$ cat src/rtl/ones_pattern_tx_pkg.sv
// Shared types and default sizing for the ones-pattern transmitter.
package ones_pattern_tx_pkg;
  localparam int DEF_WIDTH = 4;
  localparam int DEF_CW    = 3;

  typedef enum logic {
    IDLE  = 1'b0,
    SHIFT = 1'b1
  } state_t;
endpackage

$ cat src/rtl/ones_pattern_tx_therm_enc.sv
// Count-to-thermometer encoder: bit gi is set when the count exceeds gi,
// which also saturates counts larger than WIDTH to all ones.
module therm_enc
  import ones_pattern_tx_pkg::*;
#(
  parameter int WIDTH = DEF_WIDTH,
  parameter int CW    = DEF_CW
) (
  input  logic [CW-1:0]    i_count,
  output logic [WIDTH-1:0] o_pattern
);

  generate
    for (genvar gi = 0; gi < WIDTH; gi++) begin : g_bit
      assign o_pattern[gi] = (i_count > CW'(gi));
    end
  endgenerate

endmodule

$ cat src/rtl/ones_pattern_tx.sv
// Accepts a ones count, publishes the thermometer word and streams it out
// LSB first, one frame of WIDTH bits followed by one idle cycle.
module ones_pattern_tx
  import ones_pattern_tx_pkg::*;
#(
  parameter int WIDTH = DEF_WIDTH,
  parameter int CW    = DEF_CW
) (
  input  logic             clk,
  input  logic             rst_n,
  input  logic             in_valid,
  input  logic [CW-1:0]    in_count,
  output logic             in_ready,
  output logic [WIDTH-1:0] out_word,
  output logic             word_valid,
  output logic             ser_out,
  output logic             ser_valid,
  output logic             ser_last,
  output logic             err
);

  localparam logic [CW-1:0] LAST_IDX  = CW'(WIDTH - 1);
  localparam logic [CW-1:0] MAX_COUNT = CW'(WIDTH);

  state_t           r_state;
  state_t           w_state_next;
  logic             w_accept;
  logic             w_last;
  logic [WIDTH-1:0] w_pattern;
  logic [WIDTH-1:0] w_shift_next;
  logic [CW-1:0]    w_idx_next;
  logic [WIDTH-1:0] r_word;
  logic [WIDTH-1:0] r_shift;
  logic [CW-1:0]    r_idx;
  logic             r_word_valid;
  logic             r_err;
  logic             r_ser_out;
  logic             r_ser_valid;
  logic             r_ser_last;

  therm_enc #(
    .WIDTH (WIDTH),
    .CW    (CW)
  ) u_therm_enc (
    .i_count   (in_count),
    .o_pattern (w_pattern)
  );

  assign w_shift_next = r_shift >> 1;
  assign w_idx_next   = r_idx + CW'(1);

  always_ff @(posedge clk) begin
    if (!rst_n) begin
      r_state <= IDLE;
    end else begin
      r_state <= w_state_next;
    end
  end

  always_comb begin
    w_state_next = r_state;
    w_accept     = 1'b0;
    w_last       = 1'b0;
    case (r_state)
      IDLE: begin
        if (in_valid) begin
          w_accept     = 1'b1;
          w_state_next = SHIFT;
        end
      end
      SHIFT: begin
        // The edge after the final bit is shown returns to IDLE, giving the idle gap.
        if (r_idx == LAST_IDX) begin
          w_last       = 1'b1;
          w_state_next = IDLE;
        end
      end
      default: w_state_next = IDLE;
    endcase
  end

  always_ff @(posedge clk) begin
    if (!rst_n) begin
      r_word       <= '0;
      r_shift      <= '0;
      r_idx        <= '0;
      r_word_valid <= 1'b0;
      r_err        <= 1'b0;
      r_ser_out    <= 1'b0;
      r_ser_valid  <= 1'b0;
      r_ser_last   <= 1'b0;
    end else begin
      r_word_valid <= w_accept;
      r_err        <= w_accept && (in_count > MAX_COUNT);
      if (w_accept) begin
        r_word      <= w_pattern;
        r_shift     <= w_pattern;
        r_idx       <= '0;
        r_ser_out   <= w_pattern[0];
        r_ser_valid <= 1'b1;
        r_ser_last  <= (LAST_IDX == '0);
      end else if (r_state == SHIFT) begin
        if (w_last) begin
          r_idx       <= '0;
          r_ser_out   <= 1'b0;
          r_ser_valid <= 1'b0;
          r_ser_last  <= 1'b0;
        end else begin
          r_shift    <= w_shift_next;
          r_idx      <= w_idx_next;
          r_ser_out  <= w_shift_next[0];
          r_ser_last <= (w_idx_next == LAST_IDX);
        end
      end
    end
  end

  assign in_ready   = (r_state == IDLE);
  assign out_word   = r_word;
  assign word_valid = r_word_valid;
  assign err        = r_err;
  assign ser_out    = r_ser_out;
  assign ser_valid  = r_ser_valid;
  assign ser_last   = r_ser_last;

endmodule

$ cat config.mk
export PLATFORM = sky130hd
export DESIGN_NAME = ones_pattern_tx
export DESIGN_NICKNAME = d
export VERILOG_FILES = /design/src/rtl/ones_pattern_tx_pkg.sv /design/src/rtl/ones_pattern_tx_therm_enc.sv /design/src/rtl/ones_pattern_tx.sv
export SDC_FILE = /design/constraint.sdc
export NUM_CORES = 1
export LEC_CHECK = 0
export ABC_CLOCK_PERIOD_IN_PS = 1900
export CORE_MARGIN = 10
export CORE_UTILIZATION = 48
export CTS_CLUSTER_SIZE = 12
export DETAILED_ROUTE_END_ITERATION = 12
export PLACE_DENSITY_LB_ADDON = 0.1
export SLEW_MARGIN = 20
export SYNTH_ARGS = -nofsm -noshare
export SYNTH_HDL_FRONTEND = slang
export SYNTH_SLANG_ARGS = --single-unit
$ cat constraint.sdc
create_clock -name clk -period 1.9 [get_ports clk]
set_input_delay 0.19 -clock clk [delete_from_list [all_inputs] [get_ports clk]]
set_output_delay 0.19 -clock clk [all_outputs]
set_load 0.005 [all_outputs]
==> flow_metrics.tcl, run 1 <==
set metrics [dict create \
    status "finished clean" \
    final_cell_mix "dfxtp_1, clkdlybuf4s50_1, nor2_1, inv_1, nand2_1" \
    port_buffers 15 \
    clockRootBuffer "clkbuf_4" \
    globalRoute.totalOverflow 0 \
    cp_max_fo 14 \
    grt_pass1_vias 524 \
    syn-num-nets 85 \
    cp-start-kind "register" \
    drtIter0Drc 2 \
    synthTopCellsByArea "dfxtp_1, ha_1, mux2i_1, nor2_1, a21boi_1" \
    layout_commonest_cell "dfxtp_1" \
    timing.final.crit_share_pct 88.6 \
    num_rows 14 \
    route.detailed.wl_per_inst_um 13.0 \
    io_pins 16 \
    peakVddDrop_mv 0.604 \
    numCtsBuffers 3 \
    rsz0062_at_grt "false" \
    tightest_slew_ps 512 \
    r2r-start "r_idx[0]$_SDFFE_PP0P_" \
    drt-total-wl_mm 1.39 \
    grt_pass1_wl_mm 2.27 \
    die_y_um 59.4 \
    area_growth_pct 23.0 \
    startpoint "r_state$_SDFF_PN0_" \
    vias 562 \
    worstSkewPairLatency_ps 280 \
    clock.fmax_mhz 594 \
    p_leak_nw 0.378 \
    pwr-share-comb_pct 16.0 \
    critPathArrivalTime_ps 1490 \
    clock-sinks 16 \
    tritoncts "built" \
    switching_share_pct 23.8 \
    synth_area_um2 744 \
    ys_seq_area_share_pct 43.0 \
    gp_congestion 0.773 \
    synth_cell_types 33 \
    antenna_cells 0 \
    ys_ff_latch 16 \
    via_per_inst 5.25 \
    nets 101 \
    path_clk_slew_ps 90 \
    cts-hold-fix-buffers 0 \
    critPathRequiredTime_ps 1710 \
    dieArea_mm2 0.00353 \
    seqPwrFrac_pct 53.0 \
    setup-violations-final 0 \
    drive_gt1_share_pct 12.1 \
    postCtsSetupBuffers 0 \
    firstDrtPassIters 3 \
    cpPeakStageDelay_ps 650 \
    ctsResizeCount 0 \
    clkPwrFrac_pct 31.0 \
    largest_reg_flops 4 \
    hold_path.startpoint "out_word[3]$_SDFFE_PN0P_" \
    antenna_found_initial 0 \
    synth_top_area_share_pct 43.0 \
    route.met2.wl_um 606 \
    cp_cell_sequence "inv_4 -> clkdlybuf4s50_1" \
    drv_cap 0 \
    grt_usage_pct 8.14 \
    drt-met1-wl_um 661 \
    hp-class "register to register" \
    power_density_mw_per_mm2 777 \
    fin_worst_skew_ps 1.77 \
    avgSynthCellArea_um2 9.80 \
    hold_viol_final 0 \
    postLayoutCoreUtil_pct 61.5 \
    yosysTopAreaCell "dfxtp_1" \
    intPower_uw 542 \
    start_util_pct 50.0 \
    slew_viol_final 0 \
    relSlewSlack_pct 65.8 \
    switchingPower_uw 170 \
    die_w_um 59.4 \
    dp_hpwl_mm 1.05 \
    yosys_warnings 0 \
    wl_met3_um 105 \
    drc 0 \
    slowest_stage "dfxtp_1" \
    top_layer_used "met4" \
    path_class "register to output pin" \
    fin_crit_ps 1680 \
    n_fill_cell 138 \
    coreArea_mm2 0.00149 \
    grt_start_max_net_pins 15 \
    ant_nets 0 \
    clock_path_buffers 2 \
    htreeDepth 1 \
    end_kind "output pin" \
    tns_ps 0 \
    syn_inst 76 \
]
-- power groups by stage --
stage          clock network, mW  logic [mW]  registers (mW)
6_report                   0.220       0.114           0.377
5_1_grt                    0.239       0.127           0.380
4_1_cts                    0.226       0.117           0.377
3_5_place_dp                   0       0.116           0.385
3_3_place_gp                   0       0.114           0.384
2_1_floorplan                  0      0.0712           0.379
-- stage by stage --
step	hold slack [ps]	setup slack (ps)	instance area [µm²]	power (mW)	cells
3_3_place_gp	447	349	880	0.499	103
2_1_floorplan	323	578	744	0.450	76
4_1_cts	473	224	916	0.720	107
3_5_place_dp	455	358	880	0.501	103
5_1_grt	497	151	916	0.745	107
6_report	471	216	916	0.711	107
-- layer usage --
metal	up-vias	global-route usage, %
met5	-	0
met2	13	12.2
met3	2	3.43
met4	0	3.93
met1	256	9.68
li1	291	-
-- worst max-delay path: cells and delay by family, from the launching register on --
| family | cells | cell delay, ps |
|---|---|---|
| flip-flops | 1 | 650 |
| buffers and inverters | 2 | 560 |
-- cells in the mapped netlist (all sizes together) --
| cell | instances |
|---|---|
| nand2 | 4 |
| nand2b | 2 |
| inv | 6 |
| o32ai | 1 |
| a21oi | 1 |
| nand3 | 2 |
| and2b | 1 |
| a211oi | 1 |
| o21a | 2 |
| ha | 3 |
| a21boi | 3 |
| nor3b | 2 |
| a31oi | 2 |
| nor3 | 2 |
| and3 | 1 |
| nor2 | 7 |
| and2 | 4 |
| o211a | 2 |
| o21ai | 1 |
| nor2b | 2 |
| mux2i | 3 |
| o31ai | 2 |
| o22ai | 1 |
| buf | 4 |
| dfxtp | 16 |
| nand4b | 1 |
-- area by class of cell --
class | count | area [µm²] | area share, %
sequential | 16 | 320 | 35.0
multi-input combinational | 50 | 364 | 39.8
clock buffer | 4 | 36.3 | 3.96
inverter | 6 | 25.0 | 2.73
tap | 16 | 20.0 | 2.19
timing repair buffer | 15 | 150 | 16.4
-- worst paths after layout --
| kind | to | slack (ps) | cells after the start |
|---|---|---|---|
| setup / recovery | in_ready | 220 | 2 |
| hold / removal | out_word[3]$_SDFFE_PN0P_ | 470 | 2 |
| setup reg to reg | r_shift[2]$_SDFFE_PN0P_ | 410 | 5 |
| hold reg to reg | out_word[3]$_SDFFE_PN0P_ | 470 | 2 |
-- cells by family after synthesis --
logic type,Yosys count,share of synthesized area (%)
simple gates,28,22.4
compound gates,16,17.5
flops,16,43.0
buf+inv,10,8.07
mux,3,4.03
fa+ha+maj,3,5.04
No activity file was read; power rests on OpenSTA's default activity.
==> run 2: changes to the inputs <==
- TNS_END_PERCENT: unset -> 1
==> results of run 2 <==
The final DEF is identical to that of run 1; final timing and power are the same.
==> run 3: changes to the inputs <==
- CORE_UTILIZATION: 48 -> 32
- SLEW_MARGIN: 20 -> unset
==> run 3 against run 2 <==
Effect of this change: count of clock-buffer cells in the layout fell by 1; utilization fell by 20 points; wire length rose by 8.2%; first-iteration DRC count rose to 15 times the previous value; via count fell by 4.1%; register-to-register slack barely moved; worst hold slack got worse by 3.0 ps; clock skew barely moved; clock power fell by 20%; setup slack improved by 180 ps; design area rose by 0.96%; highest routed layer unchanged.
==> flow_metrics.tcl, run 3 (synthesis results as in run 1) <==
set metrics [dict create \
    tritoncts "built" \
    grt_usage_pct 7.03 \
    path_class "register to output pin" \
    seqPwrFrac_pct 55.9 \
    critPathRequiredTime_ps 1710 \
    die_y_um 68.2 \
    postCtsSetupBuffers 0 \
    drtIter0Drc 29 \
    layout_commonest_cell "dfxtp_1" \
    status "finished clean" \
    cpPeakStageDelay_ps 500 \
    route.detailed.wl_per_inst_um 12.6 \
    rsz0062_at_grt "false" \
    fin_crit_ps 1510 \
    grt_pass1_wl_mm 2.53 \
    power_density_mw_per_mm2 724 \
    clock-sinks 16 \
    postLayoutCoreUtil_pct 41.8 \
    dieArea_mm2 0.00466 \
    pwr-share-comb_pct 17.9 \
    end_kind "output pin" \
    path_buf_inv 2 \
    nets 102 \
    antenna_found_initial 0 \
    timing.final.crit_share_pct 79.4 \
    relSlewSlack_pct 69.6 \
    cts-hold-fix-buffers 0 \
    hp-class "register to register" \
    htreeDepth 1 \
    globalRoute.totalOverflow 0 \
    p_leak_nw 0.376 \
    slowest_stage "dfxtp_1" \
    area_growth_pct 24.2 \
    start_util_pct 33.7 \
    cp_cell_sequence "inv_4 -> clkdlybuf4s50_1" \
    antenna_cells 0 \
    drive_gt1_share_pct 12.1 \
    ctsResizeCount 0 \
    clock_path_buffers 2 \
    path_clk_slew_ps 90 \
    clkPwrFrac_pct 26.2 \
    ant_nets 0 \
    drv_cap 0 \
    final_cell_mix "dfxtp_1, clkdlybuf4s50_1, nor2_1, inv_1, nand2_1" \
    tightest_slew_ps 454 \
    cp_max_fo 9 \
    clock.fmax_mhz 663 \
    clockRootBuffer "clkbuf_4" \
    firstDrtPassIters 3 \
    worstSkewPairLatency_ps 280 \
    switchingPower_uw 169 \
    drc 0 \
    num_rows 17 \
    die_w_um 68.2 \
    cp-start-kind "register" \
    io_pins 16 \
    largest_reg_flops 4 \
    setup-violations-final 0 \
    switching_share_pct 25.2 \
    drt-total-wl_mm 1.50 \
    hold_viol_final 0 \
    path_delay_family "buffers and inverters" \
    gp_congestion 0.780 \
    critPathArrivalTime_ps 1320 \
    vias 539 \
    numCtsBuffers 3 \
    intPower_uw 501 \
    coreArea_mm2 0.00221 \
    fin_worst_skew_ps 1.58 \
    peakVddDrop_mv 0.329 \
    whs_ps 468 \
    port_buffers 15 \
    via_per_inst 4.53 \
    dp_hpwl_mm 1.11 \
    grt_start_max_net_pins 14 \
    tns_ps 0 \
    grt_pass1_vias 529 \
    slew_viol_final 0 \
]
-- run 3: layout make-up --
class                      count  area [µm²]
fill                         232        1290
multi-input combinational     50         364
tap                           28        35.0
sequential                    16         320
clock buffer                   3        22.5
timing repair buffer          16         158
inverter                       6        25.0
-- run 3: layer usage --
metal / routed length, µm / track usage (%)
met1: 776 / 9.91
met2: 609 / 8.95
met3: 109 / 2.94
met4: 9 / 3.02
met5: 0 / 0
-- run 3: worst paths after layout --
| path | depth (start not counted) | to | from | slack, ps |
|---|---|---|---|---|
| min | 2 | out_word[3]$_SDFFE_PN0P_ | out_word[3]$_SDFFE_PN0P_ | 470 |
| max | 2 | in_ready | r_state$_SDFF_PN0_ | 390 |
| max reg2reg | 5 | r_shift[2]$_SDFFE_PN0P_ | r_idx[0]$_SDFFE_PP0P_ | 420 |
| min reg2reg | 2 | out_word[3]$_SDFFE_PN0P_ | out_word[3]$_SDFFE_PN0P_ | 470 |
-- run 3: power groups by stage --
stage,sequential (mW),combinational [mW],clock [mW]
after CTS,0.374,0.122,0.185
after global routing,0.377,0.134,0.199
after detailed placement,0.382,0.122,0
after floorplan,0.379,0.0712,0
after global placement,0.382,0.122,0
final,0.374,0.120,0.176
-- run 3: worst min-delay path: cells and delay by family (launching register included) --
family	cells	cell delay, ps
and+or+nand+nor	1	50
AOI/OAI and AO/OA	1	50
DFF	1	320
-- run 3: metrics by stage --
step	setup WS [ps]	std cells	area (µm²)	total power, mW
3_3_place_gp	354	116	902	0.505
5_1_grt	272	119	925	0.711
4_1_cts	368	119	925	0.682
2_1_floorplan	578	76	744	0.450
3_5_place_dp	392	116	902	0.504
6_report	392	119	925	0.670
